File: config.mk
export PLATFORM = sky130hd
export DESIGN_NAME = uart_tx_arbiter
export DESIGN_NICKNAME = d
export VERILOG_FILES = /design/src/rtl/uart_tx_arbiter_pkg.sv /design/src/rtl/uart_tx_arbiter_rr_select.sv /design/src/rtl/uart_tx_arbiter.sv
export SDC_FILE = /design/constraint.sdc
export NUM_CORES = 1
export LEC_CHECK = 0
export CAP_MARGIN = 20
export CORE_MARGIN = 1
export CORE_UTILIZATION = 38
export CTS_CLUSTER_SIZE = 12
export DETAILED_ROUTE_END_ITERATION = 16
export PLACE_DENSITY_LB_ADDON = 0.08
export SKIP_CTS_REPAIR_TIMING = 1
export SYNTH_ARGS = -nofsm -noshare
export SYNTH_HDL_FRONTEND = slang
export SYNTH_HIERARCHICAL = 1
export SYNTH_SLANG_ARGS = --single-unit
File: constraint.sdc
create_clock -name clk -period 3.6 [get_ports clk]
set_clock_uncertainty 0.1 [all_clocks]
set_input_delay 0.72 -clock clk [delete_from_list [all_inputs] [get_ports clk]]
set_output_delay 0.72 -clock clk [all_outputs]
set_load 0.005 [all_outputs]
File: src/rtl/uart_tx_arbiter_pkg.sv
// Shared types and constants for the round-robin UART transmit arbiter.
package uart_tx_arbiter_pkg;

  typedef enum logic [1:0] {
    IDLE      = 2'd0,
    START     = 2'd1,
    WAIT_DONE = 2'd2
  } arbState_t;

  localparam int DEFAULT_START_TIMEOUT = 4096;

endpackage

File: src/rtl/uart_tx_arbiter_rr_select.sv
// Round-robin selector: first set request bit after lastGrant, wrapping at NUM_REQ.
module rr_select
  import uart_tx_arbiter_pkg::*;
#(
  parameter int NUM_REQ = 4
) (
  input  logic [NUM_REQ-1:0] req,
  input  logic [2:0]         lastGrant,
  output logic               found,
  output logic [2:0]         index
);

  logic [NUM_REQ-1:0] candHit;
  logic [2:0]         candIdx [NUM_REQ];

  // Candidate gi is the requester (gi+1) positions after the last grant.
  for (genvar gi = 0; gi < NUM_REQ; gi++) begin : gCand
    logic [3:0] sum;
    assign sum          = {1'b0, lastGrant} + 4'(gi + 1);
    assign candIdx[gi]  = (sum >= 4'(NUM_REQ)) ? 3'(sum - 4'(NUM_REQ)) : sum[2:0];
    assign candHit[gi]  = |(req & (NUM_REQ'(1) << candIdx[gi]));
  end

  always_comb begin
    found = 1'b0;
    index = '0;
    for (int k = NUM_REQ - 1; k >= 0; k--) begin
      if (candHit[k]) begin
        found = 1'b1;
        index = candIdx[k];
      end
    end
  end

endmodule

File: src/rtl/uart_tx_arbiter.sv
// Shares one Uart8 transmitter between NUM_REQ byte sources with round-robin
// grants, a bounded wait for txBusy, and per-frame completion/timeout pulses.
module uart_tx_arbiter
  import uart_tx_arbiter_pkg::*;
#(
  parameter int NUM_REQ       = 4,
  parameter int START_TIMEOUT = DEFAULT_START_TIMEOUT
) (
  input  logic                 clk,
  input  logic                 reset,
  input  logic                 en,
  input  logic [NUM_REQ-1:0]   reqValid,
  input  logic [8*NUM_REQ-1:0] reqData,
  output logic [NUM_REQ-1:0]   reqReady,
  output logic                 txEn,
  output logic                 txStart,
  output logic [7:0]           txIn,
  input  logic                 txBusy,
  input  logic                 txDone,
  output logic [2:0]           grantId,
  output logic                 sentPulse,
  output logic                 timeoutErr
);

  localparam int                CNT_W    = $clog2(START_TIMEOUT + 1);
  localparam logic [CNT_W-1:0] CNT_LAST = CNT_W'(START_TIMEOUT - 1);

  arbState_t          stateReg, stateNext;
  logic [7:0]         txInReg, txInNext;
  logic [2:0]         grantIdReg, grantIdNext;
  logic [2:0]         lastGrantReg, lastGrantNext;
  logic [CNT_W-1:0]   toCntReg, toCntNext;
  logic               sentPulseReg, sentPulseNext;
  logic               timeoutErrReg, timeoutErrNext;
  logic [NUM_REQ-1:0] grantOneHot;
  logic               selFound;
  logic [2:0]         selIndex;
  logic [7:0]         selData;

  rr_select #(.NUM_REQ(NUM_REQ)) uRrSelect (
    .req       (reqValid),
    .lastGrant (lastGrantReg),
    .found     (selFound),
    .index     (selIndex)
  );

  always_comb begin
    selData = '0;
    for (int j = 0; j < NUM_REQ; j++) begin
      if (3'(j) == selIndex) selData = reqData[8*j +: 8];
    end
  end

  always_comb begin
    stateNext      = stateReg;
    txInNext       = txInReg;
    grantIdNext    = grantIdReg;
    lastGrantNext  = lastGrantReg;
    toCntNext      = toCntReg;
    sentPulseNext  = 1'b0;
    timeoutErrNext = 1'b0;
    grantOneHot    = '0;
    case (stateReg)
      IDLE: begin
        // A grant during a reset cycle would be lost, so it is never offered.
        if (!reset && en && selFound) begin
          for (int j = 0; j < NUM_REQ; j++) begin
            if (3'(j) == selIndex) grantOneHot[j] = 1'b1;
          end
          txInNext      = selData;
          grantIdNext   = selIndex;
          lastGrantNext = selIndex;
          toCntNext     = '0;
          stateNext     = START;
        end
      end
      START: begin
        if (txBusy) begin
          stateNext = WAIT_DONE;
        end else if (toCntReg == CNT_LAST) begin
          timeoutErrNext = 1'b1;
          stateNext      = IDLE;
        end else begin
          toCntNext = toCntReg + CNT_W'(1);
        end
      end
      WAIT_DONE: begin
        if (txDone) begin
          sentPulseNext = 1'b1;
          stateNext     = IDLE;
        end
      end
      default: stateNext = IDLE;
    endcase
  end

  always_ff @(posedge clk) begin
    if (reset) begin
      stateReg      <= IDLE;
      txInReg       <= '0;
      grantIdReg    <= '0;
      lastGrantReg  <= 3'(NUM_REQ - 1);
      toCntReg      <= '0;
      sentPulseReg  <= 1'b0;
      timeoutErrReg <= 1'b0;
    end else begin
      stateReg      <= stateNext;
      txInReg       <= txInNext;
      grantIdReg    <= grantIdNext;
      lastGrantReg  <= lastGrantNext;
      toCntReg      <= toCntNext;
      sentPulseReg  <= sentPulseNext;
      timeoutErrReg <= timeoutErrNext;
    end
  end

  // A frame in flight keeps the transmitter enabled even if en drops.
  assign txEn       = en | (stateReg != IDLE);
  assign txStart    = (stateReg == START);
  assign reqReady   = grantOneHot;
  assign txIn       = txInReg;
  assign grantId    = grantIdReg;
  assign sentPulse  = sentPulseReg;
  assign timeoutErr = timeoutErrReg;

endmodule

==> impl_metrics.env <==
export IMPL_setup_viol=0
export IMPL_nets=343
export IMPL_power_share_clock=0.209
export IMPL_syn_area_per_cell_um2=9.26
export IMPL_drc=0
export IMPL_tightest_slew_ps=761
export IMPL_path_clk_slew_ps=70
export IMPL_synth_cells=216
export IMPL_final_instance_count_excl_fill=364
export IMPL_maxSlewHeadroom=0.489
export IMPL_top_layer_used="met4"
export IMPL_synth_async_reset_ratio=0
export IMPL_yosys_top_cells_count="dfxtp_1 (30), nor2_1 (19), a21oi_1 (15), nand2_1 (15), a22oi_1 (12)"
export IMPL_power_density_nw_per_um2=471
export IMPL_met1Wirelength_um=2390
export IMPL_portBuffers=59
export IMPL_yosys_warnings=6
export IMPL_crit_type="register to output port"
export IMPL_drv_slew=0
export IMPL_routedWlPerCell_um=14.8
export IMPL_worstPathArrival_ps=2620
export IMPL_grt_pass1_wl_um=8470
export IMPL_status="finished clean"
export IMPL_dr_pass1_iters=4
export IMPL_clock_sinks=30
export IMPL_area_growth_synth_to_final_pct=45.7
export IMPL_vias=1997
export IMPL_ys_types=53
export IMPL_io_pin_count=60
export IMPL_syn_cell_area_um2=2000
export IMPL_die_w_um=74.5
export IMPL_gp_congestion=0.889
export IMPL_yosys_area_top_type="dfxtp_1"
export IMPL_start_util=0.394
export IMPL_p_int_mw=0.918
export IMPL_cts_root_buf="clkbuf_8"
export IMPL_synth_top_cell_area_share=0.300
export IMPL_hold_ws_ps=361
export IMPL_min_path_type="register to register"
export IMPL_drive_gt1_frac=0.194
export IMPL_peakVddDrop_uv=278
export IMPL_antenna_found_initial=0
export IMPL_grt_overflow=0
export IMPL_netlist_top_cells_area="dfxtp_1 (30%), mux4_2 (9.0%), ha_1 (5.6%)"
export IMPL_grt_use_total=0.201
export IMPL_placed_cells=356
export IMPL_ys_seq_area_frac=0.300
export IMPL_place_hpwl_um=3980
export IMPL_total_power_mw=1.37
export IMPL_rows=26
export IMPL_setup_tns_final_ps=0
export IMPL_ys_ff_latch=30
export IMPL_clock_fmax_ghz=0.291
export IMPL_fin_crit_sh=0.955
export IMPL_core_um2=5070
export IMPL_fin_crit_ps=3440
export IMPL_drt_first_iter_violations=119
export IMPL_cts_buffer_depth=2
export IMPL_met3_length_um=178
export IMPL_maxCapViolCount=0
export IMPL_power_switching_mw=0.455
export IMPL_seq_power_share=0.287
export IMPL_vias_per_cell=5.49
export IMPL_power_leakage_nw=1.19
export IMPL_wl_um=5390
export IMPL_grt_pass1_vias=1787
export IMPL_synth_edf_count=0
export IMPL_antennaDiodeCount=0
export IMPL_power_frac_comb=0.504
export IMPL_synth_ff_type="dfxtp_1"
export IMPL_htreeDepth=2
export IMPL_cp_required_ps=2780
export IMPL_grt_max_degree=33
export IMPL_postPlaceCellArea_um2=2780
export IMPL_die_y_um=74.5
export IMPL_finalInstanceArea_um2=2910
export IMPL_numCtsBuffers=5
export IMPL_final_antenna_net_count=0
export IMPL_switching_share=0.331
export IMPL_cts_tree="done"
export IMPL_r2r_setup_slack_ps=640
export IMPL_met2WireLength_um=2760
export IMPL_critPathMaxFanout=5
export IMPL_die_area_um2=5560
export IMPL_start_kind="register"
export IMPL_clk_latency_ps=280
export IMPL_synth_nets=266
export IMPL_end_kind="output port"
export IMPL_hold_viol_final=0
export IMPL_synth_most_common_cell="dfxtp_1"
stage by stage:
step	setup slack, ps	utilization
4_1_cts	-348	0.566
5_1_grt	-25.0	0.574
3_3_place_gp	-337	0.547
2_1_floorplan	348	-
6_report	163	0.574
3_5_place_dp	-326	0.547
registers in the layout, summed over array words and instances (netlist names):
signal        cells
grantId           3
lastGrantReg      2
sentPulse         1
stateReg          2
timeoutErr        1
toCntReg         13
txIn              8
cell usage in the layout (no fill, tap or decap), types with 4 or more instances in the layout:
master            n
ha_1              9
a22oi_1          12
nand4_1           8
nand2b_1          4
o21ai_1           5
dfxtp_1          29
nand3_1           5
clkbuf_8          6
and3_1            5
a21oi_1          15
dlymetal6s2s_1    8
o31ai_1           6
clkdlybuf4s50_1  51
nor3_1            5
inv_1             4
nor2_1           19
or3_1             6
buf_4            21
mux4_2            8
nand2_1          15
routing by layer:
metal | up-vias | global-route usage
met3 | 6 | 0.0461
li1 | 990 | -
met2 | 38 | 0.344
met5 | - | 0
met1 | 963 | 0.251
met4 | 0 | 0.0566
kinds of logic after synthesis:
kind of cell | synth area share
AOI/OAI and AO/OA | 0.232
adders and majority gates | 0.0563
buffers and inverters | 0.0388
DFF | 0.300
muxes | 0.0901
and+or+nand+nor | 0.282
worst max-delay path: stages (launching register included):
cell	delay [ps]
dfxtp_2	350
ha_1	220
ha_1	260
and4_1	220
o21a_1	200
nand3_1	80
or2_1	140
nand4bb_1	150
or3_4	380
nor3b_1	180
dlymetal6s2s_1	150
final cells by class:
cell class	instances	area (um2)
Fill cell	476	2160
Multi-Input combinational cell	171	1340
Timing Repair Buffer	80	768
Sequential cell	30	602
Tap cell	70	87.6
Clock buffer	6	82.6
Inverter	5	18.8
Clock inverter	2	12.5
worst paths after layout:
| check | startpoint | end | cells past startpoint |
|---|---|---|---|
| worst max register to register | lastGrantReg[0] | txIn[1] | 12 |
| worst max-delay path | lastGrantReg[0] | reqReady[1] | 10 |
| worst min-delay path | grantId[0] | grantId[0] | 2 |
| worst min register to register | grantId[0] | grantId[0] | 2 |
power by group through the flow:
| stage | combinational (mW) | clock [mW] | sequential [mW] |
|---|---|---|---|
| final | 0.692 | 0.288 | 0.394 |
| after global routing | 0.754 | 0.316 | 0.399 |
| after CTS | 0.689 | 0.294 | 0.393 |
| after detailed placement | 0.686 | 0 | 0.400 |
| after global placement | 0.685 | 0 | 0.400 |
| after floorplan | 0.384 | 0 | 0.404 |
Note: power is estimated with default switching activity, not from simulation.
